--- config.mk ---
export PLATFORM = sky130hd
export DESIGN_NAME = gcd_requester
export DESIGN_NICKNAME = d
export VERILOG_FILES = /design/src/rtl/gcd_pkg.sv /design/src/rtl/gcd_req_timer.sv /design/src/rtl/gcd_requester.sv
export SDC_FILE = /design/constraint.sdc
export NUM_CORES = 1
export LEC_CHECK = 0
export BUFFER_PORTS_ARGS = -buffer_cell sky130_fd_sc_hd__buf_2
export CAP_MARGIN = 20
export CORE_ASPECT_RATIO = 1.2
export CORE_MARGIN = 8
export CORE_UTILIZATION = 40
export DETAILED_ROUTE_END_ITERATION = 10
export PLACE_DENSITY = 0.71
export SLEW_MARGIN = 20
export SYNTH_ARGS = -nofsm -noshare
export SYNTH_HDL_FRONTEND = slang
export SYNTH_SLANG_ARGS = --single-unit
--- constraint.sdc ---
create_clock -name clk_i -period 2.5 [get_ports clk_i]
set_input_delay 0.125 -clock clk_i [delete_from_list [all_inputs] [get_ports clk_i]]
set_output_delay 0.125 -clock clk_i [all_outputs]
set_load 0.1 [all_outputs]
--- src/rtl/gcd_pkg.sv ---
// Shared definitions for the gcd requester and the gcd core it drives.
//   gcd_req_state_e : requester FSM encoding
//   GCD_WIDTH       : operand/result width common to requester and core
package gcd_pkg;

    localparam int GCD_WIDTH = 32;

    typedef enum logic [1:0] {
        IDLE     = 2'd0,
        ISSUE    = 2'd1,
        WAIT_RES = 2'd2,
        OUT      = 2'd3
    } gcd_req_state_e;

endpackage

--- src/rtl/gcd_req_timer.sv ---
// Response timer for the gcd requester. The count clears on clr and advances
// by one on each cycle with en. tc flags that the count has reached
// TIMEOUT_CYCLES-1.
// Ports:
//   clk_i  clock, rising edge
//   rst_i  synchronous reset, active-low
//   clr    force count to 0 (has priority over en)
//   en     advance count by one
//   tc     terminal count reached
module gcd_req_timer #(
    parameter int TIMEOUT_CYCLES = 1024
) (
    input  logic clk_i,
    input  logic rst_i,
    input  logic clr,
    input  logic en,
    output logic tc
);

    localparam int TW = (TIMEOUT_CYCLES > 2) ? $clog2(TIMEOUT_CYCLES) : 1;

    logic [TW-1:0] count;

    always_ff @(posedge clk_i) begin
        if (!rst_i) begin
            count <= '0;
        end else if (clr) begin
            count <= '0;
        end else if (en && !tc) begin
            count <= count + TW'(1);
        end
    end

    assign tc = (count == TW'(TIMEOUT_CYCLES - 1));

endmodule

--- src/rtl/gcd_requester.sv ---
// Initiator for the gcd start/busy/valid protocol. Takes operand pairs from a
// valid/ready stream, issues each to the gcd core with a one-cycle start and
// held operands, and returns the result (or a timeout marker) on a
// valid/ready result stream.
// Ports:
//   clk_i, rst_i                    clock; synchronous active-low reset
//   op_valid_i/op_ready_o           operand stream handshake
//   op_a_i, op_b_i                  operands
//   res_valid_o/res_ready_i         result stream handshake
//   res_data_o, res_timeout_o       result, timeout qualifier (data 0 on timeout)
//   gcd_start_o, gcd_a_o, gcd_b_o   to core
//   gcd_busy_i, gcd_valid_i,
//   gcd_result_i                    from core
//   done_count_o                    completed requests, saturating
// Build option: GCD_ZERO_BYPASS_EN answers pairs with a zero operand locally.
//
// state    | meaning
// IDLE     | ready for an operand pair
// ISSUE    | operands held, waiting for idle core to pulse start
// WAIT_RES | core running, timer counting
// OUT      | result presented until accepted
module gcd_requester
    import gcd_pkg::*;
#(
    parameter int WIDTH          = GCD_WIDTH,
    parameter int TIMEOUT_CYCLES = 1024,
    parameter int CNT_WIDTH      = 16
) (
    input  logic                 clk_i,
    input  logic                 rst_i,
    input  logic                 op_valid_i,
    output logic                 op_ready_o,
    input  logic [WIDTH-1:0]     op_a_i,
    input  logic [WIDTH-1:0]     op_b_i,
    output logic                 res_valid_o,
    input  logic                 res_ready_i,
    output logic [WIDTH-1:0]     res_data_o,
    output logic                 res_timeout_o,
    output logic                 gcd_start_o,
    output logic [WIDTH-1:0]     gcd_a_o,
    output logic [WIDTH-1:0]     gcd_b_o,
    input  logic                 gcd_busy_i,
    input  logic                 gcd_valid_i,
    input  logic [WIDTH-1:0]     gcd_result_i,
    output logic [CNT_WIDTH-1:0] done_count_o
);

    gcd_req_state_e state_q, state_d;
    logic timer_clr, timer_en, timer_tc;

`ifdef GCD_ZERO_BYPASS_EN
    logic zero_pair;
    assign zero_pair = (op_a_i == '0) || (op_b_i == '0);
`endif

    gcd_req_timer #(.TIMEOUT_CYCLES(TIMEOUT_CYCLES)) u_timer (
        .clk_i (clk_i),
        .rst_i (rst_i),
        .clr   (timer_clr),
        .en    (timer_en),
        .tc    (timer_tc)
    );

    // op_ready_o and gcd_start_o are gated by reset so an asserted reset
    // withdraws them in the same cycle.
    always_comb begin
        state_d     = state_q;
        op_ready_o  = 1'b0;
        gcd_start_o = 1'b0;
        timer_clr   = 1'b0;
        timer_en    = 1'b0;
        case (state_q)
            IDLE: begin
                op_ready_o = rst_i;
                if (op_valid_i) begin
`ifdef GCD_ZERO_BYPASS_EN
                    state_d = zero_pair ? OUT : ISSUE;
`else
                    state_d = ISSUE;
`endif
                end
            end
            ISSUE: begin
                // A valid still high from the previous request must drain
                // first, otherwise it would be mistaken for this answer.
                if (!gcd_busy_i && !gcd_valid_i) begin
                    gcd_start_o = rst_i;
                    timer_clr   = 1'b1;
                    state_d     = WAIT_RES;
                end
            end
            WAIT_RES: begin
                timer_en = 1'b1;
                if (gcd_valid_i || timer_tc) begin
                    state_d = OUT;
                end
            end
            OUT: begin
                if (res_ready_i) begin
                    state_d = IDLE;
                end
            end
            default: state_d = IDLE;
        endcase
    end

    always_ff @(posedge clk_i) begin
        if (!rst_i) begin
            state_q       <= IDLE;
            res_valid_o   <= 1'b0;
            res_data_o    <= '0;
            res_timeout_o <= 1'b0;
            gcd_a_o       <= '0;
            gcd_b_o       <= '0;
            done_count_o  <= '0;
        end else begin
            state_q <= state_d;
            case (state_q)
                IDLE: begin
                    if (op_valid_i) begin
`ifdef GCD_ZERO_BYPASS_EN
                        if (zero_pair) begin
                            res_data_o    <= op_a_i | op_b_i;
                            res_timeout_o <= 1'b0;
                            res_valid_o   <= 1'b1;
                        end else begin
                            gcd_a_o <= op_a_i;
                            gcd_b_o <= op_b_i;
                        end
`else
                        gcd_a_o <= op_a_i;
                        gcd_b_o <= op_b_i;
`endif
                    end
                end
                WAIT_RES: begin
                    // A valid arriving on the timeout cycle still counts.
                    if (gcd_valid_i) begin
                        res_data_o    <= gcd_result_i;
                        res_timeout_o <= 1'b0;
                        res_valid_o   <= 1'b1;
                    end else if (timer_tc) begin
                        res_data_o    <= '0;
                        res_timeout_o <= 1'b1;
                        res_valid_o   <= 1'b1;
                    end
                end
                OUT: begin
                    if (res_ready_i) begin
                        res_valid_o <= 1'b0;
                        if (done_count_o != {CNT_WIDTH{1'b1}}) begin
                            done_count_o <= done_count_o + CNT_WIDTH'(1);
                        end
                    end
                end
                default: ;
            endcase
        end
    end

endmodule

# Yosys cells after proc, flatten, opt, wreduce, memory -nomap -nowiden

Index checks and enable logic that the tools add are counted.

Multiplexer cells: 18
Reduce and logical (&&, ||, !) cells: 15
Equality and inequality tests: 10
Add/sub/neg operators: 2
Bitwise gates (word level): 1

Operators with widths:

| operator                                      | number |
|---|---|
| 2-to-1 mux 32 bit                             | 2 |
| adder 16 x 1 -> 16 bit, second input constant | 1 |
| != test 16 bit, second input constant         | 1 |
| adder 10 x 1 -> 10 bit, second input constant | 1 |
| == test 10 bit, second input constant         | 1 |
| 2-to-1 mux 1 bit                              | 10 |
| 2-to-1 mux 2 bit                              | 4 |
| != test 2 bit, second input constant          | 4 |
| case mux 2 bit (4 select lines)               | 1 |
| AND reduction 3 bit                           | 2 |
| == test 2 bit, second input constant          | 2 |
| AND reduction 2 bit                           | 2 |
| AND reduction 4 bit                           | 1 |
| nonzero test 2 bit                            | 2 |
| logical NOT 1 bit                             | 3 |
| != test 3 bit, second input constant          | 1 |
| == test 2 x 1 -> 1 bit, second input constant | 1 |
| logical AND 1 bit                             | 2 |
| logical NOT 2 bit                             | 1 |
| case mux 1 bit (2 select lines)               | 1 |
| OR reduction 2 bit                            | 1 |
| logical OR 1 bit                              | 1 |
| inverter 1 bit                                | 1 |

Bits in registers: 126
Word-level logic and storage cells: 54

# Logic depth before layout (Yosys ltp)

Depth in word-level cells: 5
Depth in mapped cells: 7
Depth with buffers taken out: 6

# Cells and area by module

A second synthesis with hierarchy kept.

Cell total of the unflattened synthesis: 574
Area, all modules: 4839.6 um^2

By module, submodules not included:

| module        | times used | sequential area each (um^2) | cells each | area an instance (um^2) |
|---|---|---|---|---|
| gcd_requester | 1          | 2322.2                      | 514        | 4296.6 |
| gcd_req_timer | 1          | 200.2                       | 60         | 543.0 |

# Worst setup path before layout

Ideal clock, no wire load.

Kind: flip-flop to flip-flop
From: register done_count_o[5]
To: register done_count_o[12]
Cell stages (with the launch flop): 5
Setup slack: -0.095 ns
Arrival: 2.525 ns
Library setup time: 0.070 ns
Clock period less this slack: 2.595 ns
Buffers on the path: 0
Cells stage by stage: dfxtp_1 > nand4_2 > or4_4 > or4_1 > a21oi_1

Cells in the longest elaborated chain, start to end: 2
Elaborated cells on any way between the ends: 3
Those cells by class: add/sub (1); eq/ne (1); reduce/logical (1)

RTL lines:

| what                                                                           | line                 | text |
|---|---|---|
| start, declared                                                                | gcd_requester.sv:45  | `output logic [CNT_WIDTH-1:0] done_count_o` |
| start signal, assigned                                                         | gcd_requester.sv:152 | `done_count_o <= done_count_o + CNT_WIDTH'(1);` |
| parallel branches: the longest is 2 deep, another holds adder 16 x 1 -> 16 bit | n/a                  |  |

Parallel ways; which one is timed is not known.
A chain may end at the register's enable or synchronous reset.

# Worst setup path in the final report

From: register state_q[1]
To: register done_count_o[9]

Cells in the longest elaborated chain, start to end: 2

RTL lines:

| what                          | line                 | text |
|---|---|---|
| start, declared               | gcd_requester.sv:48  | `gcd_req_state_e state_q, state_d;` |
| start signal, assigned        | gcd_requester.sv:117 | `state_q <= state_d;` |
| == test 2 bit                 | gcd_requester.sv:118 | `case (state_q)` |
| AND reduction 3 bit (no line) | n/a                  |  |

Every way passes these cells.

==> flow_metrics.tcl <==
set metrics [dict create \
    status "complete, no violations" \
    max_slew_margin_pct 49.1 \
    hold_violations 0 \
    yosysUniqueCellTypes 41 \
    firstDrtPassIters 5 \
    grt_pass1_wl_mm 26.6 \
    io_pins 218 \
    drcViolationCount 0 \
    synth_xor_area_share_pct 0.746 \
    finalSetupViolations 0 \
    synth_flop_cell "dfxtp_1" \
    avgSynthCellArea_um2 8.74 \
    yosysWarnings 0 \
    worstPathMaxFanout 6 \
    reg2reg_from "state_q[1]" \
    tightest_slew_ps 745 \
    insertion_delay_ps 400 \
    clkSlewWorstSetupHoldPaths_ps 60 \
    synthTopCellsByCount "nand2_1 (150), dfxtp_1 (126), a21oi_1 (83)" \
    synthArstFlopShare_pct 0 \
    post-route-min-period_ps 2190 \
    drive_above_1_share_pct 31.4 \
    place_congestion 0.837 \
    path_class "reg2reg" \
    rsz0062_at_grt "false" \
    synth_top_cell_area_share_pct 53.7 \
    syn-num-nets 646 \
    ir_drop_mv 0.660 \
    netlist_area_um2 4690 \
    ys_top_cells_by_area "dfxtp_1 (54%), nand2_1 (12%), a21oi_1 (8.9%)" \
    dieHeight_um 135 \
    cts-root-buf "clkbuf_16" \
    grt_usage_pct 21.2 \
    yosys.area_share.simple_pct 19.0 \
    synthAdderAreaFrac_pct 1.87 \
    area_growth_pct 61.1 \
    fin_setup_tns_ps 0 \
    cts_buffers 17 \
    synth.area.mux_share_pct 1.49 \
    power.leakage_nw 3.45 \
    yosysSeqAreaShare_pct 53.7 \
    holdCritStartpoint "op_b_i[30]" \
    fp.dieW_um 115 \
    vias 5290 \
    fmax_mhz 456 \
    cts_tree "done" \
    synth_largest_area_cell "dfxtp_1" \
    core_um2 11500 \
    grt_start_max_net_pins 63 \
    synth_seq_cells 126 \
    utilization_pct 65.7 \
    cts.sinks 126 \
    clk_path_buf_depth 2 \
    start_util_pct 40.8 \
    powerDensity_nw_per_um2 1110 \
    wire_per_inst_um 17.0 \
    crit_arrival_ps 2530 \
    viasPerCell 5.23 \
    drv_slew 0 \
    htreeDepth 4 \
    grt_pass1_vias 5367 \
    drt_iter0_markers 419 \
    clock_skew_ps 6.13 \
    timing.hold.ws_ps 22.0 \
    synth.most_common_cell "nand2_1" \
    worstSetupStartpoint "state_q[1]" \
    maxCapViolations 0 \
    wirelength_mm 17.1 \
    antenna_found_initial 1 \
    rows 43 \
    design.die.area_um2 15500 \
    cts_resized 0 \
    synth_edf_count 0 \
    antenna_left 0 \
    grt.overflow.total 0 \
    synth_cells 537 \
    startpoint_type "flip-flop" \
    port_buffers 217 \
    hp-class "in2reg" \
    critPathRequiredTime_ps 2830 \
    synth_compound_area_share_pct 19.7 \
    cp-end-kind "flip-flop" \
    dp_hpwl_mm 10.6 \
    synth_top_family_by_area "compound AO/OA/AOI/OAI gates" \
    fin_crit_sh_pct 87.8 \
    nets 949 \
]
[worst max-delay path, stage by stage, from the launching register on]
cell and delay, ps:
dfxtp_1 380, ha_1 320, and4_1 310, nand3_1 140
a2111oi_0 710, mux2i_1 260
[layer usage]
metal,global-route usage (%),vias up,routed length [um]
li1,-,2480,-
met1,23.1,2480,6680
met2,35.3,279,8190
met3,7.28,49,1690
met4,11.7,2,576
met5,0,-,13
[path summary, 6_finish.rpt]
| path | endpoint | slack (ps) | cells after the start |
|---|---|---|---|
| max | done_count_o[9] | 310 | 5 |
| min | gcd_b_o[30] | 20 | 3 |
| max reg2reg | done_count_o[9] | 310 | 5 |
| min reg2reg | gcd_a_o[30] | 450 | 2 |
[where the power goes]
| group | total, mW | leakage (nW) | switching [mW] | internal (mW) |
|---|---|---|---|---|
| Sequential | 2.41 | 1.03 | 0.143 | 2.27 |
| Clock | 2.81 | 0.328 | 0.902 | 1.90 |
| Combinational | 3.17 | 2.09 | 2.55 | 0.621 |
[cell usage in the layout (no fill, tap or decap), drive strengths merged, types with 8 or more instances in the layout]
cell type,n
a21oi,83
dfxtp,126
nand3,8
nand2,150
o21ai,10
a22o,32
buf,224
dlygate4sd3,94
nor2,9
inv,9
clkbuf,19
[what timing repair did]
action	CTS	global route
buffers inserted	0	0
endpoints found under the setup margin	0	0
hold buffers	94	0
endpoints found under the hold margin	94	0
[registers in the layout, summed over array words and instances, names as in the netlist]
register,count
gcd_a_o,32
gcd_b_o,32
res_data_o,32
done_count_o,16
u_timer.count,10
state_q,2
res_timeout_o,1
res_valid_o,1
[area by class of cell]
| type | count | area [um^2] |
|---|---|---|
| antenna | 1 | 2.50 |
| clock inverter | 13 | 236 |
| inverter | 8 | 30.0 |
| sequential | 126 | 2530 |
| tap | 157 | 196 |
| multi-input combinational | 369 | 2020 |
| timing repair buffer | 318 | 2100 |
| clock buffer | 19 | 443 |
| fill | 875 | 3950 |
[through the flow]
stage | setup slack (ps) | instances | instance area (um^2) | total power [mW]
after floorplan | 84.4 | 537 | 4700 | 4.86
after global placement | 541 | 884 | 5940 | 5.39
after detailed placement | 454 | 884 | 5940 | 5.45
after CTS | 383 | 1010 | 7560 | 8.39
after global routing | 190 | 1010 | 7560 | 8.68
final | 306 | 1011 | 7560 | 8.38
[cell families (layout without fill, tap and decap cells)]
| group | Yosys count | in the layout |
|---|---|---|
| buf+inv | 42 | 358 |
| xor+xnor | 4 | 4 |
| simple gates | 204 | 204 |
| mux | 7 | 7 |
| compound gates | 147 | 147 |
| other cells | 0 | 1 |
| flops | 126 | 126 |
| fa+ha+maj | 7 | 7 |
Power figures use the tool's default switching activity.
